### src/rtl/control_cmd_router_pkg.sv
// Shared constants and state encoding for the control command router.
// Benches and the top level both decode router state through cmd_router_state_t.
package params;

    localparam int         WATCHDOG_SIGNATURE_BITS  = 32;
    localparam int         CMD_TIMEOUT_TICKS        = 16;
    localparam logic [7:0] WATCHDOG_OPCODE_DEFAULT  = 8'h57;

    typedef enum logic [2:0] {
        ST_IDLE     = 3'd0,
        ST_WD_FWD   = 3'd1,
        ST_WD_FLUSH = 3'd2,
        ST_WD_WAIT  = 3'd3,
        ST_PASS     = 3'd4
    } cmd_router_state_t;

endpackage

### src/rtl/control_cmd_router_timeout_counter.sv
// Reloadable down-counter; zero_o pulses on the decrement that reaches zero.
// Used by control_cmd_router only when CONTROL_CMD_TIMEOUT_EN is defined.
module cmd_timeout_counter #(
    parameter int TICKS = 16
) (
    input  logic clk,
    input  logic reset_n,
    input  logic load_i,
    input  logic dec_i,
    output logic zero_o
);

    localparam int W = $clog2(TICKS + 1);
    localparam logic [W-1:0] RELOAD = W'(TICKS);

    logic [W-1:0] cnt_q, cnt_d;

    always_comb begin
        cnt_d = cnt_q;
        if (load_i) begin
            cnt_d = RELOAD;
        end else if (dec_i && cnt_q != '0) begin
            cnt_d = cnt_q - W'(1);
        end
    end

    always_ff @(posedge clk or negedge reset_n) begin
        if (!reset_n) begin
            cnt_q <= '0;
        end else begin
            cnt_q <= cnt_d;
        end
    end

    assign zero_o = dec_i && !load_i && (cnt_q == W'(1));

endmodule

### src/rtl/control_cmd_router.sv
// Routes UART command frames by opcode: watchdog frames to the watchdog, others to the control path.
// Optional inter-byte timeout with zero-padding of truncated watchdog frames: CONTROL_CMD_TIMEOUT_EN.
module control_cmd_router
    import params::*;
#(
    parameter logic [7:0] WATCHDOG_OPCODE   = WATCHDOG_OPCODE_DEFAULT,
    parameter int         WATCHDOG_SIGBYTES = WATCHDOG_SIGNATURE_BITS / 8,
    parameter int         TIMEOUT_TICKS     = CMD_TIMEOUT_TICKS
) (
    input  logic       clk,
    input  logic       reset_n,
    input  logic [7:0] rx_data,
    input  logic       rx_valid,
    output logic [7:0] wd_data,
    output logic       wd_enable,
    input  logic       wd_done,
    output logic [7:0] ctrl_data,
    output logic       ctrl_enable,
    input  logic       ctrl_done,
    output logic       busy,
    output logic       timeout,
    output logic       overrun
);

    localparam int CW = $clog2(WATCHDOG_SIGBYTES + 1);
    localparam logic [CW-1:0] SIG_LOAD = CW'(WATCHDOG_SIGBYTES);

    cmd_router_state_t state_q, state_d;
    logic [CW-1:0]     cnt_q, cnt_d;
    logic [7:0]        wd_data_q, wd_data_d;
    logic              wd_en_q, wd_en_d;
    logic [7:0]        ctrl_data_q, ctrl_data_d;
    logic              ctrl_en_q, ctrl_en_d;
    logic              busy_q;
    logic              timeout_q, timeout_d;
    logic              overrun_q, overrun_d;
    logic              to_fire;

`ifdef CONTROL_CMD_TIMEOUT_EN
    logic tmo_load, tmo_dec;

    // The opcode byte arms the counter too, so an opcode with no payload still times out.
    assign tmo_load = rx_valid && ((state_q == ST_IDLE) || (state_q == ST_WD_FWD) ||
                                   (state_q == ST_PASS && !ctrl_done));
    assign tmo_dec  = !rx_valid && ((state_q == ST_WD_FWD) ||
                                    (state_q == ST_PASS && !ctrl_done));

    cmd_timeout_counter #(
        .TICKS (TIMEOUT_TICKS)
    ) u_timeout (
        .clk     (clk),
        .reset_n (reset_n),
        .load_i  (tmo_load),
        .dec_i   (tmo_dec),
        .zero_o  (to_fire)
    );
`else
    assign to_fire = 1'b0;
`endif

    always_comb begin
        state_d     = state_q;
        cnt_d       = cnt_q;
        wd_data_d   = wd_data_q;
        wd_en_d     = 1'b0;
        ctrl_data_d = ctrl_data_q;
        ctrl_en_d   = 1'b0;
        timeout_d   = 1'b0;
        overrun_d   = 1'b0;

        unique case (state_q)
            ST_IDLE: begin
                if (rx_valid) begin
                    if (rx_data == WATCHDOG_OPCODE) begin
                        state_d = ST_WD_FWD;
                        cnt_d   = SIG_LOAD;
                    end else begin
                        state_d     = ST_PASS;
                        ctrl_en_d   = 1'b1;
                        ctrl_data_d = rx_data;
                    end
                end
            end
            ST_WD_FWD: begin
                if (rx_valid) begin
                    wd_en_d   = 1'b1;
                    wd_data_d = rx_data;
                    if (cnt_q != '0) cnt_d = cnt_q - CW'(1);
                    if (cnt_q <= CW'(1)) state_d = ST_WD_WAIT;
                end else if (to_fire) begin
                    timeout_d = 1'b1;
                    state_d   = ST_WD_FLUSH;
                end
            end
            ST_WD_FLUSH: begin
                overrun_d = rx_valid;
                wd_en_d   = 1'b1;
                wd_data_d = 8'h00;
                if (cnt_q != '0) cnt_d = cnt_q - CW'(1);
                if (cnt_q <= CW'(1)) state_d = ST_WD_WAIT;
            end
            ST_WD_WAIT: begin
                // No enable is generated here: the watchdog's done cycle must stay quiet.
                overrun_d = rx_valid;
                if (wd_done) state_d = ST_IDLE;
            end
            ST_PASS: begin
                if (ctrl_done) begin
                    overrun_d = rx_valid;
                    state_d   = ST_IDLE;
                end else if (rx_valid) begin
                    ctrl_en_d   = 1'b1;
                    ctrl_data_d = rx_data;
                end else if (to_fire) begin
                    timeout_d = 1'b1;
                    state_d   = ST_IDLE;
                end
            end
            default: state_d = ST_IDLE;
        endcase
    end

    always_ff @(posedge clk or negedge reset_n) begin
        if (!reset_n) begin
            state_q     <= ST_IDLE;
            cnt_q       <= '0;
            wd_data_q   <= 8'h00;
            wd_en_q     <= 1'b0;
            ctrl_data_q <= 8'h00;
            ctrl_en_q   <= 1'b0;
            busy_q      <= 1'b0;
            timeout_q   <= 1'b0;
            overrun_q   <= 1'b0;
        end else begin
            state_q     <= state_d;
            cnt_q       <= cnt_d;
            wd_data_q   <= wd_data_d;
            wd_en_q     <= wd_en_d;
            ctrl_data_q <= ctrl_data_d;
            ctrl_en_q   <= ctrl_en_d;
            busy_q      <= (state_d != ST_IDLE);
            timeout_q   <= timeout_d;
            overrun_q   <= overrun_d;
        end
    end

    assign wd_data     = wd_data_q;
    assign wd_enable   = wd_en_q;
    assign ctrl_data   = ctrl_data_q;
    assign ctrl_enable = ctrl_en_q;
    assign busy        = busy_q;
    assign timeout     = timeout_q;
    assign overrun     = overrun_q;

endmodule

### config.mk
export PLATFORM = sky130hd
export DESIGN_NAME = control_cmd_router
export DESIGN_NICKNAME = d
export VERILOG_FILES = /design/src/rtl/control_cmd_router_pkg.sv /design/src/rtl/control_cmd_router_timeout_counter.sv /design/src/rtl/control_cmd_router.sv
export SDC_FILE = /design/constraint.sdc
export NUM_CORES = 1
export LEC_CHECK = 0
export CORE_MARGIN = 2
export CORE_UTILIZATION = 47
export CTS_CLUSTER_DIAMETER = 40
export DETAILED_ROUTE_END_ITERATION = 6
export GPL_ROUTABILITY_DRIVEN = 0
export PLACE_DENSITY = 0.77
export SETUP_SLACK_MARGIN = 0.4
export SYNTH_ARGS = -nofsm -noshare
export SYNTH_HDL_FRONTEND = slang
export SYNTH_HIERARCHICAL = 1
export SYNTH_SLANG_ARGS = --single-unit
### constraint.sdc
create_clock -name clk -period 2.2 [get_ports clk]
set_input_delay 0.44 -clock clk [delete_from_list [all_inputs] [get_ports clk]]
set_output_delay 0.44 -clock clk [all_outputs]
set_load 0.005 [all_outputs]
# Yosys cells after proc, flatten, opt, wreduce, memory -nomap -nowiden
# Index checks and enable logic that the tools add are counted.
dict set report totals {
  ff_bits 26
  in_bits 13
  out_inout_bits 21
  wordCells 57
}
dict set report op_classes {
  addsub 1
  n_lt_le_gt_ge 1
  n_eq_ne 11
  muxes 26
  reduce_logical 10
}
# op n
set ops {}
lappend ops {{two-way mux 8 bit} 4}
lappend ops {{case mux 8 bit (2 select lines)} 2}
lappend ops {{two-way mux 3 bit} 10}
lappend ops {{case mux 3 bit (5 select lines)} 1}
lappend ops {{inequality test 2 bit, second input constant} 6}
lappend ops {{case mux 3 bit (3 select lines)} 1}
lappend ops {{nonzero test 3 bit} 3}
lappend ops {{equality test 8 x 7 -> 1 bit, second input constant} 1}
lappend ops {{equality test 3 x 2 -> 1 bit, second input constant} 2}
lappend ops {{case mux 1 bit (2 select lines)} 3}
lappend ops {{two-way mux 1 bit} 5}
lappend ops {{AND reduction 5 bit} 1}
lappend ops {{AND reduction 4 bit} 1}
lappend ops {{nonzero test 2 bit} 2}
lappend ops {{equality test 3 x 1 -> 1 bit, second input constant} 1}
lappend ops {{equality test 3 bit, second input constant} 1}
lappend ops {{<= comparator 3 x 1 -> 1 bit, second input constant} 1}
lappend ops {{zero test 3 bit} 1}
lappend ops {{subtractor 3 x 1 -> 3 bit, second input constant} 1}
lappend ops {{AND reduction 2 bit} 1}
lappend ops {{OR reduction 2 bit} 1}

# Longest topological paths before layout
# Gate-level depths: netlist (run 1).
dict set report depth {
  ltp_word 5
  depth_mapped 6
  depth_no_buf 6
}

# Worst setup path before layout (run 1)
# OpenSTA, ideal clock, no wires.
dict set report synth_timing {
  kind {flip-flop to flip-flop}
  from {reg state_q[1]}
  to {reg ctrl_data_q[0], in the netlist ctrl_data[0]}
  setup_time_ns 0.125
  arrival_time_ns 1.663
  slack_ns 0.412
  path_stages_with_launch 6
  path_buffers 1
  synth_period_minus_slack_ns 1.788
  cell_sequence {dfrtp_1 -> buf_6 -> or4b_4 -> o21ba_4 -> o21ai_4 -> mux2_4}
}
dict set report synth_via {
  elab_chain_cells 3
}
# item line_no
set synth_rtl {}
lappend synth_rtl {{from (decl)} control_cmd_router.sv:28} ;# cmd_router_state_t state_q, state_d;
lappend synth_rtl {{from (signal assigned)} control_cmd_router.sv:135} ;# state_q <= state_d;
lappend synth_rtl {{equality test 3 bit / zero test 3 bit (equally long branches)} control_cmd_router.sv:71} ;# unique case (state_q)
lappend synth_rtl {{inequality test 2 bit (no source line) / nonzero test 2 bit (equally long branches)} n/a}
lappend synth_rtl {{AND reduction 5 bit (no source line)} n/a}
lappend synth_rtl {{to (signal assigned)} control_cmd_router.sv:139} ;# ctrl_data_q <= ctrl_data_d;
lappend synth_rtl {{to (decl)} control_cmd_router.sv:32} ;# logic [7:0] ctrl_data_q, ctrl_data_d;
# Several ways; a longest one is shown, not always the timed one.
# A chain may end at the register's enable or synchronous reset.

# Worst setup path in the final report (run 1)
dict set report layout_timing {
  from {reg state_q[2]}
  to {reg ctrl_data_q[5], in the netlist ctrl_data[5]}
}
# The elaborated chain is that of the path after synthesis.

==> run metrics, run 1 <==
Mapped Area 0.00127 sq mm; Antenna diodes 0; initial antenna violation count 0; Power Density 784 mW/mm^2; Post-DP HPWL approximately 2200 um; Period Utilization, post-route a little over 80%; top-level I/O count 34; Peak Freq ~550 MHz; syn nets approximately 130; status finished clean; RSZ-0062 raised after global routing yes; number of synthesized flops with an enable pin 0; worst-case clock buffer depth 2; Core Box Area around 0.0025 sq mm; TritonCTS buffer count 3; Finished Layout Cells roughly 190; Slowest-stage cell, CP or4b_4; global route total overflow 0; setup ws final 0.373 ns; CP Max Fanout 4; Setup-failing EPs final 0; routed wire length roughly 3200 um; clock-pin slew on the worst setup and hold paths ~0.15 ns; async set-reset flop share out of synthesis 100%; die height ~56 um; max-slew violations 0; max-cap violation count 0; library cells used by synthesis 36; post-synth top area share about half; mean area per synthesized cell between 10 and 15 sq um; hold slack approximately 0.46 ns; number of vias in the routed layout between 1000 and 1500; min Tclk post-route about 1.8 ns; Mapped Cells 109; critical-path cell list or4b_4, o21ba_4, o21ai_4, clkbuf_16, mux2_4; num rows 18; utilization after layout between 70% and 80%; clock insertion delay at the later pin of the skew report 0.33 ns; Starting Density 50.3%; Req. time, crit path ~2.4 ns; DRC viols 0; PortBufs 32; Placed Cells between 150 and 200; root buffer cell clkbuf_4; DR iter-0 viols 21; WL per Instance between 15 and 20 um; largest area contributor in the netlist dfrtp_1; via/cell ratio between 5 and 6; Horiz. Die Dim around 56 um; first-pass GRT wire length roughly 5300 um; Nets 178; top cells by area, synth dfrtp_1 51%, mux2_4 9.5%, a22oi_1 4.7%, o21ai_0 3.5%, ha_1 3.0%; Setup crit end kind register; share of post-route cells with drive strength above 1 29.8%; Main synth FF type dfrtp_1; P_leak about 0.85 nW; Post-synth top cells 26 x dfrtp_1, 9 x nand2_1, 9 x o21ai_0, 8 x a22oi_1, 8 x mux2_4; #FFs+latches synth 26; maximum vdd ir drop 537 uV; GR Util All Layers a little over a fifth; YS warnings 6; Final ANT Viol Nets 0; most common cell in the synthesized netlist dfrtp_1; vias in the first global route 1120; Die Area about 0.0031 sq mm; largest net degree at the start of global routing 27; Final Hold Viols 0; CP arrival ~2.1 ns; kind of critical path reg -> reg; CTS tree yes; Hold WC Path Type in -> async; DRT Pass-1 Iters 4; slowest stage delay, CP about 0.54 ns; Layout area overhead 46.5%; CP Launch Type register; CTS sink cnt 26; buffers and inverters on the worst path 1; worst-case clock skew ~0.013 ns; register area share after synthesis about half; htree depth 1; largest delay contributor family on the critical path simple AND/OR/NAND/NOR gates; DP Worst Slack -0.114 ns
[cells by family after synthesis]
family,count (synthesis),share of synthesized area (%)
buffers and inverters,11,4.24
multiplexers,9,10.3
AO/OA/AOI/OAI,30,17.5
AND/OR/NAND/NOR,29,13.4
adder cells (fa/ha/maj),3,2.96
flip-flops,26,51.2
other,1,0.295
[per-layer routing]
layer	share of wire, %	GRT usage, %
met5	0	0
met4	0.49	6.80
met2	52	38.0
met1	43	26.5
met3	4.1	4.42
[cell usage in the layout, fill, tap and decap left out, types with 4 or more instances in the layout]
cell type         n
a22oi_1           8
inv_1             4
mux2_4            8
clkdlybuf4s50_1  24
dlygate4sd2_1     6
nand2_1           9
buf_4            20
o21ai_0           9
dfrtp_1          25
[per-stage QoR]
stage | total power, mW | setup TNS (ns) | instance area [sq um]
2_1_floorplan | 0.872 | 0 | 1270
3_3_place_gp | 1.15 | -0.527 | 1710
3_5_place_dp | 1.18 | -0.952 | 1710
4_1_cts | 1.44 | 0 | 1810
5_1_grt | 1.54 | 0 | 1860
6_report | 1.46 | 0 | 1860
[worst register-to-register path: cells and delay by family (launching register included)]
| family | cells | cell delay (ns) |
|---|---|---|
| multiplexers | 1 | 0.29 |
| AO/OA/AOI/OAI | 2 | 0.34 |
| AND/OR/NAND/NOR | 1 | 0.54 |
| buffers and inverters | 1 | 0.17 |
| flip-flops | 1 | 0.41 |
[final cells by class]
cell class                      count  area, sq um
Inverter                            5         22.5
Fill cell                         177          662
Multi-Input combinational cell     72          599
Tap cell                           30         37.5
Clock buffer                        4         36.3
Sequential cell                    26          652
Timing Repair Buffer               54          513
[sequential cells by signal (all words and copies together) (netlist names)]
register / cells
busy: 1
cnt_q: 3
wd_data: 8
overrun: 1
state_q: 3
wd_enable: 1
ctrl_data: 8
ctrl_enable: 1
[where the power goes]
| part | total [mW] | switching [mW] | internal [mW] |
|---|---|---|---|
| Sequential | 0.665 | 0.0775 | 0.587 |
| Combinational | 0.548 | 0.187 | 0.362 |
| Clock | 0.246 | 0.145 | 0.101 |
[path summary, 6_finish.rpt]
path	depth (start not counted)	to	slack, ns	from
setup / recovery	5	ctrl_data[5]	0.37	state_q[2]
hold / removal	2	ctrl_data[2]	0.46	reset_n
setup reg to reg	5	ctrl_data[5]	0.37	state_q[2]
hold reg to reg	1	ctrl_data[2]	0.53	ctrl_data[2]
max in group asynchronous	2	state_q[0]	1.46	reset_n
min in group clk	3	ctrl_data[5]	0.50	rx_data[5]
[timing repair]
item | 4_1_cts | 5_1_grt
pin swaps | 3 | 2
buffers inserted | 3 | 4
gates cloned | 1 | 0
hold buffers | 0 | 0
setup endpoints to repair | 11 | 11
resized for setup | 10 | 6
No activity file was read; power rests on OpenSTA's default activity.
==> run 2: changes to the inputs <==
==> constraint.sdc (replaced) <==
create_clock -name clk -period 1.9 [get_ports clk]
set_input_delay 0.38 -clock clk [delete_from_list [all_inputs] [get_ports clk]]
set_output_delay 0.38 -clock clk [all_outputs]
set_load 0.005 [all_outputs]
==> run metrics, run 2 (synthesis gave the netlist of run 1 again) <==
status finished clean (unchanged); initial antenna violation count 0 (unchanged); Power, Total 1.91 mW (was 1.46 mW); DRC viols 0 (unchanged); RSZ-0062 raised after global routing yes (unchanged); num rows 18 (unchanged); Final ANT Viol Nets 0 (unchanged); via/cell ratio 5.71 (was 5.49); TritonCTS buffer count 3 (unchanged); clock insertion delay at the later pin of the skew report 0.33 ns (about the same); maximum vdd ir drop 1100 uV (was 537 uV); DR iter-0 viols 22 (was 21); Horiz. Die Dim 56.0 um (unchanged); setup ws final 0.109 ns (was 0.373 ns); Die Area 0.00313 sq mm (unchanged); commonest non-fill, non-tap cell in the layout buf_4 (was dfrtp_1); Req. time, crit path 2.13 ns (was 2.43 ns); root buffer cell clkbuf_4 (unchanged); max-slew violations 0 (unchanged); DRT Pass-1 Iters 4 (unchanged); Hold WC Path Type in -> async (unchanged); CP Max Fanout 4 (unchanged); Post-DP HPWL 2030 um (was 2220 um); min Tclk post-route 1.79 ns (was 1.83 ns); largest net degree at the start of global routing 27 (unchanged); CTS tree yes (unchanged); CP Launch Type register (unchanged); htree depth 1 (unchanged); first-pass GRT wire length 5970 um (was 5350 um); number of vias in the routed layout 1221 (was 1048); P_leak 1.03 nW (was 0.852 nW); CTS sink cnt 26 (unchanged); Final Hold Viols 0 (unchanged); Setup-failing EPs final 0 (unchanged); share of post-route cells with drive strength above 1 46.2% (was 29.8%); utilization after layout 84.4% (was 73.8%); Post-DP Area 0.00173 sq mm (was 0.00171 sq mm); top-level I/O count 34 (unchanged); Starting Density 50.3% (unchanged); hold slack 0.400 ns (was 0.461 ns); die height 56.0 um (unchanged); global route total overflow 0 (unchanged); Peak Freq 558 MHz (was 547 MHz); Antenna diodes 0 (unchanged); Layout area overhead 67.7% (was 46.5%); GR Util All Layers 24.2% (was 21.6%); PortBufs 32 (unchanged); Nets 201 (was 178); Power Density 897 mW/mm^2 (was 784 mW/mm^2); most frequent cells in the layout 39 x buf_4, 29 x dlygate4sd2_1, 26 x dfrtp_1 (was 25 x dfrtp_1, 24 x clkdlybuf4s50_1, 20 x buf_4); worst-case clock buffer depth 2 (unchanged); routed wire length 3940 um (was 3240 um); vias in the first global route 1251 (was 1120); DP Worst Slack -0.289 ns (was -0.114 ns); final instance area 0.00213 sq mm (was 0.00186 sq mm); worst-case clock skew 0.00249 ns (was 0.0126 ns); clock-pin slew on the worst setup and hold paths 0.15 ns (about the same); WL per Instance 18.4 um (was 16.9 um); CP arrival 2.02 ns (was 2.06 ns); Hold Buf Count CTS 0 (unchanged); Critical Path Source state_q[2] (unchanged); kind of critical path reg -> reg (unchanged); worst r2r src state_q[2] (unchanged); Period Utilization, post-route 94.3% (was 83.0%); Setup crit end kind register (unchanged); max-cap violation count 0 (unchanged); Core Box Area 0.00252 sq mm (unchanged)
[run 2: cell types whose count changed in the layout (fill, tap and decap cells not counted), sizes merged]
cell	delta
dlygate4sd2	+23
clkdlybuf4s50	-21
dlymetal6s2s	-2
o21ai	+1
clkinvlp	-1
clkbuf	-2
buf	+23
bufinv	+1
inv	+1
[run 2: worst paths after layout]
| check | to | slack (ns) | cells past startpoint |
|---|---|---|---|
| setup reg to reg | ctrl_data[7] | 0.11 | 4 |
| max in group asynchronous | wd_enable | 1.25 | 2 |
| hold reg to reg | ctrl_data[6] | 0.53 | 1 |
| setup / recovery | ctrl_data[7] | 0.11 | 4 |
| hold / removal | ctrl_data[3] | 0.40 | 2 |
| min in group clk | ctrl_data[6] | 0.53 | 1 |
[run 2: timing repair]
action / CTS / global route
endpoints found under the setup margin: 34 / 23
setup buffers: 21 / 5
cloned: 1 / 0
gates resized for setup: 48 / 19
pin swaps: 9 / 12
[run 2: per-layer routing]
metal | part of all wire (%) | routed length [um] | GRT usage (%)
met3 | 4.6 | 180 | 4.88
met5 | 0 | 0 | 0
met1 | 38 | 1500 | 28.6
met4 | 1.7 | 66 | 9.52
met2 | 56 | 2190 | 42.9
[run 2: stage by stage]
stage                     cells  TNS [ns]
after floorplan             109         0
after global placement      183     -2.76
after detailed placement    183     -3.08
after CTS                   209         0
after global routing        214         0
final                       214         0
[run 2: layout make-up]
cell class              count  area [sq um]
clock buffers               3          22.5
clock inverters             1          30.0
fillers                   141           393
inverters                   5          18.8
multi-input cells          73           724
flip-flops and latches     26           651
well taps                  30          37.5
repair buffers             76           646
[run 2: worst max-delay path: stages (launching register included)]
cell	delay (ns)
dfrtp_1	0.42
or4b_4	0.54
o21ba_4	0.28
o21ai_2	0.12
mux2_4	0.33
[run 2: power breakdown]
part / switching (mW) / internal, mW
sequential: 0.0797 / 0.679
clock: 0.173 / 0.213
combinational: 0.299 / 0.467
